### src/rtl/writeback_regfile_stage_if.sv
// Bus between the execute/issue side and the writeback register file:
// issue and writeback requests, two operand read ports and the debug/status outputs.
interface writeback_regfile_stage_if #(
    parameter int DATA_W = 32,
    parameter int ADDR_W = 5,
    parameter int CNT_W  = 32
);
    logic              issue_valid;
    logic [ADDR_W-1:0] issue_rd;
    logic              wb_valid;
    logic [ADDR_W-1:0] wb_rd;
    logic [DATA_W-1:0] wb_data;
    logic [ADDR_W-1:0] rs1_addr;
    logic [DATA_W-1:0] rs1_data;
    logic              rs1_busy;
    logic [ADDR_W-1:0] rs2_addr;
    logic [DATA_W-1:0] rs2_data;
    logic              rs2_busy;
    logic [ADDR_W-1:0] dbg_addr;
    logic [DATA_W-1:0] dbg_data;
    logic [CNT_W-1:0]  retire_cnt;
    logic              wb_err;

    modport master (
        output issue_valid, issue_rd, wb_valid, wb_rd, wb_data,
               rs1_addr, rs2_addr, dbg_addr,
        input  rs1_data, rs1_busy, rs2_data, rs2_busy,
               dbg_data, retire_cnt, wb_err
    );

    modport slave (
        input  issue_valid, issue_rd, wb_valid, wb_rd, wb_data,
               rs1_addr, rs2_addr, dbg_addr,
        output rs1_data, rs1_busy, rs2_data, rs2_busy,
               dbg_data, retire_cnt, wb_err
    );
endinterface

### src/rtl/writeback_regfile_stage.sv
// Writeback stage and architectural register file with write bypass on the
// operand ports, a single-outstanding pending-write scoreboard and a retire counter.
module writeback_regfile_stage #(
    parameter int DATA_W   = 32,
    parameter int ADDR_W   = 5,
    parameter int ZERO_REG = 1,
    parameter int CNT_W    = 32
) (
    input logic                     clk,
    input logic                     rst,
    writeback_regfile_stage_if.slave bus
);
    localparam int DEPTH = 2 ** ADDR_W;
    localparam bit ZR    = (ZERO_REG != 0);

    logic [DATA_W-1:0] regs [DEPTH];
    logic [DEPTH-1:0]  pending;
    logic [DATA_W-1:0] dbg_data;
    logic [CNT_W-1:0]  retire_cnt;
    logic              wb_err;

    logic wb_to_zero;
    logic issue_to_zero;

    assign wb_to_zero    = ZR && (bus.wb_rd == '0);
    assign issue_to_zero = ZR && (bus.issue_rd == '0);

    always_ff @(posedge clk or posedge rst) begin
        if (rst) begin
            for (int i = 0; i < DEPTH; i++) begin
                regs[i] <= '0;
            end
            pending    <= '0;
            dbg_data   <= '0;
            retire_cnt <= '0;
            wb_err     <= 1'b0;
        end else begin
            // Debug read sees the array before this edge's write.
            dbg_data <= regs[bus.dbg_addr];

            if (bus.wb_valid) begin
                if (!wb_to_zero) begin
                    regs[bus.wb_rd] <= bus.wb_data;
                end
                if (!pending[bus.wb_rd] && !wb_to_zero) begin
                    wb_err <= 1'b1;
                end
                pending[bus.wb_rd] <= 1'b0;
                retire_cnt         <= retire_cnt + CNT_W'(1);
            end

            // Placed after the commit clear so a same-edge issue to the same rd wins.
            if (bus.issue_valid && !issue_to_zero) begin
                pending[bus.issue_rd] <= 1'b1;
            end
        end
    end

    always_comb begin
        bus.rs1_data = regs[bus.rs1_addr];
        bus.rs1_busy = 1'b0;
        bus.rs2_data = regs[bus.rs2_addr];
        bus.rs2_busy = 1'b0;

        if (ZR && bus.rs1_addr == '0) begin
            bus.rs1_data = '0;
        end else if (bus.wb_valid && bus.wb_rd == bus.rs1_addr) begin
            bus.rs1_data = bus.wb_data;
        end
        bus.rs1_busy = pending[bus.rs1_addr] && !(bus.wb_valid && bus.wb_rd == bus.rs1_addr);

        if (ZR && bus.rs2_addr == '0) begin
            bus.rs2_data = '0;
        end else if (bus.wb_valid && bus.wb_rd == bus.rs2_addr) begin
            bus.rs2_data = bus.wb_data;
        end
        bus.rs2_busy = pending[bus.rs2_addr] && !(bus.wb_valid && bus.wb_rd == bus.rs2_addr);
    end

    assign bus.dbg_data   = dbg_data;
    assign bus.retire_cnt = retire_cnt;
    assign bus.wb_err     = wb_err;

endmodule

### src/flat_wrapper.sv
// flat-port wrapper written by rule: the top's interface ports become plain ports
module writeback_regfile_stage_flat 
#(
    parameter int DATA_W   = 32,
    parameter int ADDR_W   = 5,
    parameter int ZERO_REG = 1,
    parameter int CNT_W    = 32
)
  (clk, rst, bus_issue_valid, bus_issue_rd, bus_wb_valid, bus_wb_rd, bus_wb_data, bus_rs1_addr, bus_rs2_addr, bus_dbg_addr, bus_rs1_data, bus_rs1_busy, bus_rs2_data, bus_rs2_busy, bus_dbg_data, bus_retire_cnt, bus_wb_err);
  writeback_regfile_stage_if #(.DATA_W(DATA_W), .ADDR_W(ADDR_W), .CNT_W(CNT_W)) bus_i ();
  input logic clk;
  input logic rst;
  input wire logic [$bits(bus_i.issue_valid)-1:0] bus_issue_valid;
  input wire logic [$bits(bus_i.issue_rd)-1:0] bus_issue_rd;
  input wire logic [$bits(bus_i.wb_valid)-1:0] bus_wb_valid;
  input wire logic [$bits(bus_i.wb_rd)-1:0] bus_wb_rd;
  input wire logic [$bits(bus_i.wb_data)-1:0] bus_wb_data;
  input wire logic [$bits(bus_i.rs1_addr)-1:0] bus_rs1_addr;
  input wire logic [$bits(bus_i.rs2_addr)-1:0] bus_rs2_addr;
  input wire logic [$bits(bus_i.dbg_addr)-1:0] bus_dbg_addr;
  output wire logic [$bits(bus_i.rs1_data)-1:0] bus_rs1_data;
  output wire logic [$bits(bus_i.rs1_busy)-1:0] bus_rs1_busy;
  output wire logic [$bits(bus_i.rs2_data)-1:0] bus_rs2_data;
  output wire logic [$bits(bus_i.rs2_busy)-1:0] bus_rs2_busy;
  output wire logic [$bits(bus_i.dbg_data)-1:0] bus_dbg_data;
  output wire logic [$bits(bus_i.retire_cnt)-1:0] bus_retire_cnt;
  output wire logic [$bits(bus_i.wb_err)-1:0] bus_wb_err;
  assign bus_i.issue_valid = bus_issue_valid;
  assign bus_i.issue_rd = bus_issue_rd;
  assign bus_i.wb_valid = bus_wb_valid;
  assign bus_i.wb_rd = bus_wb_rd;
  assign bus_i.wb_data = bus_wb_data;
  assign bus_i.rs1_addr = bus_rs1_addr;
  assign bus_i.rs2_addr = bus_rs2_addr;
  assign bus_i.dbg_addr = bus_dbg_addr;
  assign bus_rs1_data = bus_i.rs1_data;
  assign bus_rs1_busy = bus_i.rs1_busy;
  assign bus_rs2_data = bus_i.rs2_data;
  assign bus_rs2_busy = bus_i.rs2_busy;
  assign bus_dbg_data = bus_i.dbg_data;
  assign bus_retire_cnt = bus_i.retire_cnt;
  assign bus_wb_err = bus_i.wb_err;
  writeback_regfile_stage #(.DATA_W(DATA_W), .ADDR_W(ADDR_W), .ZERO_REG(ZERO_REG), .CNT_W(CNT_W)) u_core (.clk(clk), .rst(rst), .bus(bus_i));
endmodule
### config.mk
export PLATFORM = sky130hd
export DESIGN_NAME = writeback_regfile_stage_flat
export DESIGN_NICKNAME = d
export VERILOG_FILES = /design/src/rtl/writeback_regfile_stage_if.sv /design/src/rtl/writeback_regfile_stage.sv /design/src/flat_wrapper.sv
export SDC_FILE = /design/constraint.sdc
export NUM_CORES = 2
export LEC_CHECK = 0
export CELL_PAD_IN_SITES_DETAIL_PLACEMENT = 1
export CELL_PAD_IN_SITES_GLOBAL_PLACEMENT = 2
export CORE_MARGIN = 10
export CORE_UTILIZATION = 51
export CTS_BUF_LIST = sky130_fd_sc_hd__clkbuf_8 sky130_fd_sc_hd__clkbuf_16
export CTS_CLUSTER_SIZE = 12
export DETAILED_ROUTE_END_ITERATION = 6
export HOLD_SLACK_MARGIN = 0.05
export PLACE_DENSITY_LB_ADDON = 0.1
export SLEW_MARGIN = 20
export SYNTH_ARGS = -nofsm -noshare
export SYNTH_HDL_FRONTEND = slang
export SYNTH_SLANG_ARGS = --single-unit
### constraint.sdc
create_clock -name clk -period 74.7 [get_ports clk]
set_clock_uncertainty 0.15 [all_clocks]
set_input_delay 14.94 -clock clk [delete_from_list [all_inputs] [get_ports clk]]
set_output_delay 14.94 -clock clk [all_outputs]
set_load 0.01 [all_outputs]
==> results.cfg <==
[status]
status = completed

[route]
drc = 0
drt-initial-drc-count = 4705
drtAntennaViolNets = 0
via_per_inst = 7.23
vias = 44400
avgRoutedWirePerCell_um = 38.6
drt-total-wl_um = 237000
dr.pass1.iters = 7

[placement]
dp_hpwl_um = 130000
portBuffers = 191
place_congestion = 0.799
dp_slack_ns = 40.17
dpl_cell_area_um2 = 70400

[global_routing]
grt_max_degree = 163
grtUsageMet3_pct = 6.60
grt_first_pass_wirelength_um = 345000
grtUsageTotal_pct = 32.3
antenna_found_initial = 13
met2_usage_pct = 50.8
globalRouteOverflowTotal = 0
grt_pass1_vias = 46600
grtUsageMet1_pct = 43.8
top_usage_layer = met2

[final_layout]
finalCoreUtilization_pct = 56.9
drive_gt1_share_pct = 52.5
fin_area_um2 = 74700
nNetsFinal = 4341
syn2layout_area_growth_pct = 11.1
fill_cells = 11900

[clocking]
cts_buffer_depth = 3
root_buffer = clkbuf_16
cts_hold_buf = 0
clock_sink_count = 1121
cts_tree = yes
htree_levels = 4
clk_latency_ns = 0.79
cts-resized-gates = 0
clk_pin_slew_ns = 0.05
cts_buffers = 133
post_cts_buffers = 0

[synthesis]
synth_simple_gate_area_share_pct = 1.79
yosys.area_share.adder_pct = 0.0186
synth_xor_area_share_pct = 0.534
synthArstFlopShare_pct = 100
synth_top_family_by_area = multiplexers
syn_nets = 4392
seq_area_frac_synth_pct = 41.7
synthMuxAreaShare_pct = 49.5
yosysUniqueCellTypes = 59
synth_top_area_share_pct = 41.7
synth.largest_area_cell = dfrtp_1
syn-cell-area_um2 = 67200
synthTopCellsByArea = dfrtp_1, mux4_2, mux2_2
ys.flop_type = dfrtp_1
avgSynthCellArea_um2 = 15.5
netlist_instances = 4330
synth_warnings = 0
synth-compound-area-share_pct = 2.97
synth_edf_count = 0
ys_seq_elements = 1121

[sta]
relSlewSlack_pct = 16.5
min_period_ns = 34.62
layout_setup_ws_ns = 40.08
tns_ns = 0
clock.fmax_ghz = 0.0289
hold_viol_final = 0
setup_viol = 0
worst_pin_slew_ns = 1.25
grt_setup_unrepaired = false
period_share_pct = 46.4
finalMaxSlewViolations = 0

[min_path]
worstHoldPathCells = 0
hp-class = reg -> reg
hp-start = u_core.regs[1013]$_DFFE_PP0P_
min_delay_worst_endpoint = u_core.regs[1013]$_DFFE_PP0P_

[critical_path]
arrival_ns = 19.53
rr_startpoint = u_core.bus.retire_cnt[3]$_DFFE_PP0P_
crit_required_ns = 59.61
cpMostUsedCell = buf_4
rrSetupSlack_ns = 72.39
rr_worst_depth = 5
critPathCaptureType = output pin
r2r_end = u_core.bus.retire_cnt[29]$_DFFE_PP0P_
critical-path-max-stage-delay_ns = 0.71
startpoint_type = primary input
critical_path_class = in -> out
crit_fanout = 101
critPathSlowestCell = o311ai_1
path_cells = buf_8 -> buf_12 -> buf_4 -> inv_2 -> buf_4 -> mux2i_1 -> nor2_1 -> a21oi_1 -> o311ai_1 -> buf_4 -> clkdlybuf4s50_1

[floorplan]
io_pins = 192
die_h_um = 383
start_util_pct = 51.3
fp.dieW_um = 383
rows = 133
core_um2 = 131000
die_area_um2 = 147000

[pwr]
p_leak_nw = 31.2
power_mw = 1.98
max-vdd-ir-drop_mv = 0.0233
power_density_nw_per_um2 = 26.5

[job]
maxCapViolCount = 0
==> cells in the mapped netlist (10+ instances only) <==
| master | count |
|---|---|
| buf_4 | 32 |
| dfrtp_1 | 1121 |
| nand4_1 | 10 |
| a221oi_1 | 32 |
| mux2_2 | 1015 |
| a21oi_1 | 23 |
| o22ai_1 | 46 |
| and3_1 | 10 |
| a221o_1 | 14 |
| a22o_1 | 15 |
| buf_6 | 16 |
| mux2i_1 | 211 |
| buf_2 | 134 |
| nor2_1 | 77 |
| inv_1 | 15 |
| a211oi_1 | 11 |
| nand3_1 | 22 |
| clkbuf_1 | 275 |
| o21ai_0 | 118 |
| nor2b_1 | 13 |
| nand2_1 | 61 |
| mux4_2 | 875 |
| xnor2_1 | 33 |
| a22oi_1 | 12 |
| buf_1 | 41 |
==> cell usage in the layout, fill, tap and decap left out, types with 9 or more instances in the layout <==
cell type / n
o21ai_0: 115
buf_2: 11
mux2i_1: 211
xnor2_1: 33
a22o_1: 15
nand3b_1: 9
a221oi_1: 32
o22ai_1: 46
and3_1: 10
clkinv_2: 22
a221o_1: 14
inv_1: 41
mux2_2: 1015
a21oi_1: 23
dfrtp_1: 1121
nand3_1: 22
nand2_4: 15
nand4_1: 10
nor2_4: 16
mux4_2: 875
clkbuf_8: 24
a22oi_1: 12
nor2b_1: 12
clkdlybuf4s50_1: 167
nor2_1: 57
nand2_1: 44
clkbuf_16: 138
a211oi_1: 11
buf_4: 117
nor3_1: 9
==> stage by stage <==
step,instances,hold WS (ns)
global route,6131,0.281
CTS,6127,0.266
floorplan,4330,0.308
finish,6132,0.261
detailed placement,5897,0.253
global placement,5896,0.244
==> area by class of cell <==
| cell class | count | area (um^2) | area share (%) |
|---|---|---|---|
| tap | 1755 | 2200 | 2.94 |
| inverter | 18 | 81.3 | 0.109 |
| antenna | 3 | 7.51 | 0.0101 |
| multi-input combinational | 2693 | 37100 | 49.7 |
| clock buffer | 162 | 3780 | 5.07 |
| timing repair buffer | 312 | 2910 | 3.89 |
| sequential | 1121 | 28100 | 37.6 |
| clock inverter | 68 | 523 | 0.700 |
==> cell families (layout without fill, tap and decap cells) <==
logic type      after synthesis  in the layout
buf+inv                     516            560
mux                        2101           2101
xor+xnor                     41             41
simple gates                245            245
other cells                   0              3
fa+ha+maj                     1              1
flops                      1121           1121
compound gates              305            305
==> critical path, delay by kind of cell <==
family	cells	cell delay (ns)
simple gates	1	0.11
compound gates	2	0.76
buf+inv	7	3.30
mux	1	0.18
==> sequential cells by signal, summed over array words and instances, names as in the netlist <==
| signal | flops |
|---|---|
| u_core.regs | 1024 |
| u_core.bus.dbg_data | 32 |
| u_core.bus.retire_cnt | 32 |
| u_core.pending | 32 |
| u_core.bus.wb_err | 1 |
==> how the worst max path moves through the flow <==
stage,from,endpoint,slack (ns)
after floorplan,rst,u_core.bus.dbg_data[0]$_DFF_PP0_,28.04
after global placement,bus_rs2_addr[1],bus_rs2_data[8],39.90
after detailed placement,bus_rs2_addr[1],bus_rs2_data[8],40.17
after CTS,bus_rs2_addr[1],bus_rs2_data[8],40.15
after global routing,bus_rs2_addr[1],bus_rs2_data[8],40.11
final,bus_rs2_addr[1],bus_rs2_data[8],40.08
==> report_power, final <==
part | internal [mW] | total (mW) | switching, mW
registers | 0.724 | 0.837 | 0.114
logic | 0.301 | 0.494 | 0.193
clock network | 0.378 | 0.650 | 0.271
total | 1.40 | 1.98 | 0.578
==> layer usage <==
metal	vias up	routed length, um
li1	17200	-
met1	24600	95600
met2	2037	112000
met3	519	18100
met4	14	10500
met5	-	86
Power figures use the tool's default switching activity.
